**config.mk**
```make
export PLATFORM = sky130hd
export DESIGN_NAME = cnt_floor
export DESIGN_NICKNAME = d
export VERILOG_FILES = /design/src/rtl/cnt_pkg.sv /design/src/rtl/cnt_floor.sv
export SDC_FILE = /design/constraint.sdc
export NUM_CORES = 1
export LEC_CHECK = 0
export ABC_AREA = 1
export CORE_UTILIZATION = 31
export DETAILED_ROUTE_END_ITERATION = 10
export HOLD_SLACK_MARGIN = 0.06
export REMOVE_ABC_BUFFERS = 1
export SYNTH_ARGS = -nofsm -noshare
export SYNTH_HDL_FRONTEND = slang
export SYNTH_SLANG_ARGS = --single-unit
```
**constraint.sdc**
```tcl
create_clock -name clk -period 4.7 [get_ports clk]
set_clock_uncertainty 0.2 [all_clocks]
set_input_delay 0.94 -clock clk [delete_from_list [all_inputs] [get_ports clk]]
set_output_delay 0.94 -clock clk [all_outputs]
set_load 0.05 [all_outputs]
```
**src/rtl/cnt_pkg.sv**
```systemverilog
// Shared definitions for the up/down interval counters: state encoding,
// default width and mode constants.
package cnt_pkg;

  typedef enum logic [1:0] {
    ST_IDLE = 2'd0,
    ST_RUN  = 2'd1,
    ST_DONE = 2'd2
  } cnt_state_t;

  localparam int unsigned CNT_WIDTH_DEF = 4;

  localparam logic MODE_ONESHOT  = 1'b0;
  localparam logic MODE_PERIODIC = 1'b1;

endpackage

```
**src/rtl/cnt_floor.sv**
```systemverilog
// Programmable down-counter / interval timer: loads a period, counts down on
// enabled cycles, flags borrow at zero, one-shot or periodic reload.
module cnt_floor
  import cnt_pkg::*;
#(
  parameter int unsigned WIDTH = CNT_WIDTH_DEF
) (
  input  logic             clk,
  input  logic             rst_n,
  input  logic             en,
  input  logic             start,
  input  logic             stop,
  input  logic             mode,
  input  logic [WIDTH-1:0] ceil,
  output logic [WIDTH-1:0] cnt,
  output logic             bo,
  output logic             busy,
  output logic             done
);

  cnt_state_t       r_state, w_state_nxt;
  logic [WIDTH-1:0] r_cnt, w_cnt_nxt;
  logic [WIDTH-1:0] r_ceil_q, w_ceil_nxt;
  logic             w_tc;

  assign w_tc = (r_state == ST_RUN) && en && (r_cnt == '0);

  always_ff @(posedge clk or negedge rst_n) begin
    if (!rst_n) begin
      r_state  <= ST_IDLE;
      r_cnt    <= '0;
      r_ceil_q <= '0;
    end else begin
      r_state  <= w_state_nxt;
      r_cnt    <= w_cnt_nxt;
      r_ceil_q <= w_ceil_nxt;
    end
  end

  always_comb begin
    w_state_nxt = r_state;
    w_cnt_nxt   = r_cnt;
    w_ceil_nxt  = r_ceil_q;
    unique case (r_state)
      ST_IDLE, ST_DONE: begin
        if (start) begin
          w_state_nxt = ST_RUN;
          w_cnt_nxt   = ceil;
          w_ceil_nxt  = ceil;
        end else begin
          w_state_nxt = ST_IDLE;
          w_cnt_nxt   = '0;
        end
      end
      ST_RUN: begin
        // stop outranks terminal count, which outranks the decrement
        if (stop) begin
          w_state_nxt = ST_IDLE;
          w_cnt_nxt   = '0;
        end else if (w_tc) begin
          if (mode == MODE_PERIODIC) begin
            w_cnt_nxt  = ceil;
            w_ceil_nxt = ceil;
          end else begin
            w_state_nxt = ST_DONE;
          end
        end else if (en) begin
          w_cnt_nxt = r_cnt - 1'b1;
        end
      end
      default: begin
        w_state_nxt = ST_IDLE;
        w_cnt_nxt   = '0;
      end
    endcase
  end

  assign cnt  = r_cnt;
  assign bo   = w_tc;
  assign busy = (r_state == ST_RUN);
  assign done = (r_state == ST_DONE);

  // The running count can never exceed the period it was loaded from.
  a_cnt_le_period: assert property (@(posedge clk) disable iff (!rst_n)
    (r_state == ST_RUN) |-> (r_cnt <= r_ceil_q));

endmodule

```
Word-level counts from Yosys, hierarchy flattened
Cells that the tools add are included.

Equality and inequality tests: 6. Add/sub/neg operators: 1. Reductions and logical operators: 7. Mux-type cells: 11.

Operator list (number): 2-to-1 mux 4 bit (5); != test 4 bit, second input constant (2); case mux 4 bit (2 select lines) (1); 2-to-1 mux 2 bit (3); != test 3 bit, second input constant (2); zero test 4 bit (1); case mux 2 bit (2 select lines) (1); AND reduction 2 bit (2); subtractor 4 x 1 -> 4 bit, second input constant (1); == test 2 x 1 -> 1 bit, second input constant (1); == test 2 bit, second input constant (1); logical AND 1 bit (2); zero test 2 bit (1); OR reduction 2 bit (1); 2-to-1 mux 1 bit (1).

Bits in registers: 6. Bits of input ports: 10.

Depth between registers and ports, before layout
Gate-level depths: netlist of the first run.

Depth in word-level cells: 6. Mapped depth: 11. Gate-level depth less buffers: 11.

Least setup slack after synthesis of the first run
Ideal clock, no wire load.

Path kind: input-to-output. Start: input port en. End: output port bo. Path buffers: 0. Arrival time: 1.419 ns. Cell stages on the path: 4. Setup slack: 2.141 ns. Data required time: 3.560 ns. Cells stage by stage: inv_1 nor2_4 nand3_4 inv_4.

Longest elaborated chain between the ends: 2.

RTL lines: start, declared (RTL line cnt_floor.sv:10) `input logic en,`; logical AND 1 bit (2 in series) (RTL line cnt_floor.sv:26) `assign w_tc = (r_state == ST_RUN) && en && (r_cnt == '0);`; end, declared (RTL line cnt_floor.sv:16) `output logic bo,`.

No other way between the ends.

Final worst setup path of the first run
Ends and elaborated chain as after synthesis.

==> flow_summary.ini, run 1 <==
[die]
dieArea_sq_um = 1880
fp.dieW_um = 43.3
start_util = 0.339
core-area_sq_um = 1560
core.rowCount = 14
fp.dieH_um = 43.3
io_pins = 17

[route]
num_vias = 493
wirelength_mm = 1.09
wl_per_cell_um = 10.1
route.detailed.drc = 4
final_antenna_net_count = 0
firstDrtPassIters = 7
drt_iter0_drc = 11
post_drt_via_cell_ratio = 4.56

[hold_path]
hold_start = cnt[1]
hold_depth = 2
whs_endpoint = cnt[1]
min_path_type = reg2reg

[synthesis]
yosysSeqAreaShare = 0.284
synth_compound_area_frac = 0.0709
synth_top_family_by_area = simple AND/OR/NAND/NOR gates
syn-cell-area_sq_um = 529
yosys_warnings = 0
synth.area.mux_share = 0
synth_cell_types = 20
synth_simple_gate_area_frac = 0.525
ys_seq_elements = 6
syn_inst = 73
postSynthAreaPerCell_sq_um = 7.25
yosys.area_share.adder = 0.0236
synth-xor-area-share = 0

[timing]
fin_ws_ns = 0.939
setup_viol_count_final = 0
hold_viol_final = 0
drv_slew = 0
rsz0062_at_grt = no
fin_crit_ns = 3.76
tightest_slew_ns = 0.492
clock.fmax_mhz = 266
setup_tns_ns = 0
max_slew_margin = 0.671
fin_crit_sh = 0.800

[setup_path]
r2r_slack_ns = 3.04
reg2reg_to = cnt[0]
crit_fanout = 7
timing.rr.start = cnt[0]
cpMostUsedCell = clkdlybuf4s50_1
cp.required_ns = 3.56
crit_type = in2out
path_cells = clkdlybuf4s50_1 -> inv_1 -> nor2_4 -> nand3_4 -> inv_4 -> clkdlybuf4s50_1
critPathArrivalTime_ns = 2.62
start_kind = primary input
reg2reg_depth = 8
slowest_stage = clkdlybuf4s50_1
end_kind = output port
max_stage_delay_ns = 0.79

[power]
p_total_w = 0.000310
p_per_area_nw_per_um2 = 423
p_leak_nw = 0.366
peakVddDrop_uv = 266

[cts]
clock_latency_ns = 0.26
cts_buffer_depth = 2
cts_buffers = 3
cts_setup_buffers = 0
htree_levels = 1
cts_num_sinks = 6
cts_root_buf = clkbuf_4
cts_resized = 0
cts.clk_slew.worst_paths_ns = 0.05
hold_buffers = 0
cts_tree = yes

[place]
pre_cts_ws_ns = 0.932
io_buffers = 16
hpwl_um = 834
place_congestion = 0.878
dpl_cell_area_sq_um = 709

[outcome]
violations = design-rule violations
outcome = complete, but fails checks

[grt]
grt_pass1_vias = 458
grt_max_degree = 9
grt_pass1_wl_mm = 1.94
antenna_found_initial = 0
grt_usage = 0.151
grt-ovfl-total = 0

[finish]
final_common_cell = nand2_1
antenna_cells = 0
drive_above_1_share = 0.207
mostFrequentLayoutCells = nand2_1 (28), clkdlybuf4s50_1 (16), inv_1 (9)
fin_area_sq_um = 732
nNetsFinal = 105
area_delta_synth_final_pct = 38.3

[job]
cap_violations = 0
-- sequential cells by signal, indices dropped and copies added (netlist names) --
signal	cells
r_state	2
cnt	4
-- final cells by class --
cell class	count	area [sq um]
tap	16	20.0
fill	161	827
multi-input combinational	54	328
clock buffer	3	22.5
timing repair buffer	16	160
inverter	13	51.3
sequential	6	150
-- cells in the mapped netlist (all sizes together) --
library cell  number  area, sq um
or2                2         12.5
dfrtp              6          150
nor2               7         65.1
nand2             33          160
nand3b             1         7.51
nand3              3         27.5
inv               13         51.3
ha                 1         12.5
o21ai              6         37.5
nor3               1         5.00
-- power by group --
| group | switching [W] | internal, W | leakage (nW) |
|---|---|---|---|
| registers | 0.0000157 | 0.0000632 | 0.0777 |
| clock network | 0.0000240 | 0.0000293 | 0.0138 |
| logic | 0.000113 | 0.0000649 | 0.275 |
| total | 0.000152 | 0.000157 | 0.366 |
-- worst max-delay path by stage --
stage	endpoint	cells past startpoint	from
4_1_cts	bo	6	en
3_5_place_dp	bo	6	en
2_1_floorplan	bo	4	en
3_3_place_gp	bo	6	en
6_report	bo	6	en
5_1_grt	bo	6	en
-- cell families (layout without fill, tap and decap cells) --
| group | after synthesis | count (layout) |
|---|---|---|
| flip-flops | 6 | 6 |
| AND/OR/NAND/NOR | 47 | 47 |
| AO/OA/AOI/OAI | 6 | 6 |
| buffers and inverters | 13 | 32 |
| adder cells (fa/ha/maj) | 1 | 1 |
-- metal layers --
layer / GRT usage / part of all wire / wire [um]
met1: 0.176 / 0.45 / 488
met2: 0.218 / 0.42 / 460
met3: 0.0638 / 0.089 / 97
met4: 0.113 / 0.037 / 40
met5: 0 / 0 / 0
-- critical path, delay by kind of cell --
| kind | cells | cell delay [ns] |
|---|---|---|
| and+or+nand+nor | 2 | 0.27 |
| buffers and inverters | 4 | 1.42 |
-- through the flow --
| step | std cells | hold slack, ns | util |
|---|---|---|---|
| 5_1_grt | 108 | 0.368 | 0.470 |
| 4_1_cts | 108 | 0.346 | 0.470 |
| 6_report | 108 | 0.343 | 0.470 |
| 3_5_place_dp | 105 | 0.333 | 0.455 |
| 3_3_place_gp | 105 | 0.328 | 0.455 |
| 2_1_floorplan | 73 | 0.441 | - |
Power figures use the tool's default switching activity.
==> run 2, diff against run 1 <==
clock period = 3.9 ns   (was 4.7 ns; I/O delays follow)
==> results of run 2 <==
The final DEF is identical to that of run 1. Status: complete, but fails checks: design-rule violations.
Main changes from that run: setup slack after placement 0.932 ns -> 0.452 ns; setup slack after layout 0.939 ns -> 0.459 ns; register-to-register setup slack 3.04 ns -> 2.24 ns; total power 0.000310 W -> 0.000373 W; worst IR drop on VDD 266 uV -> 321 uV
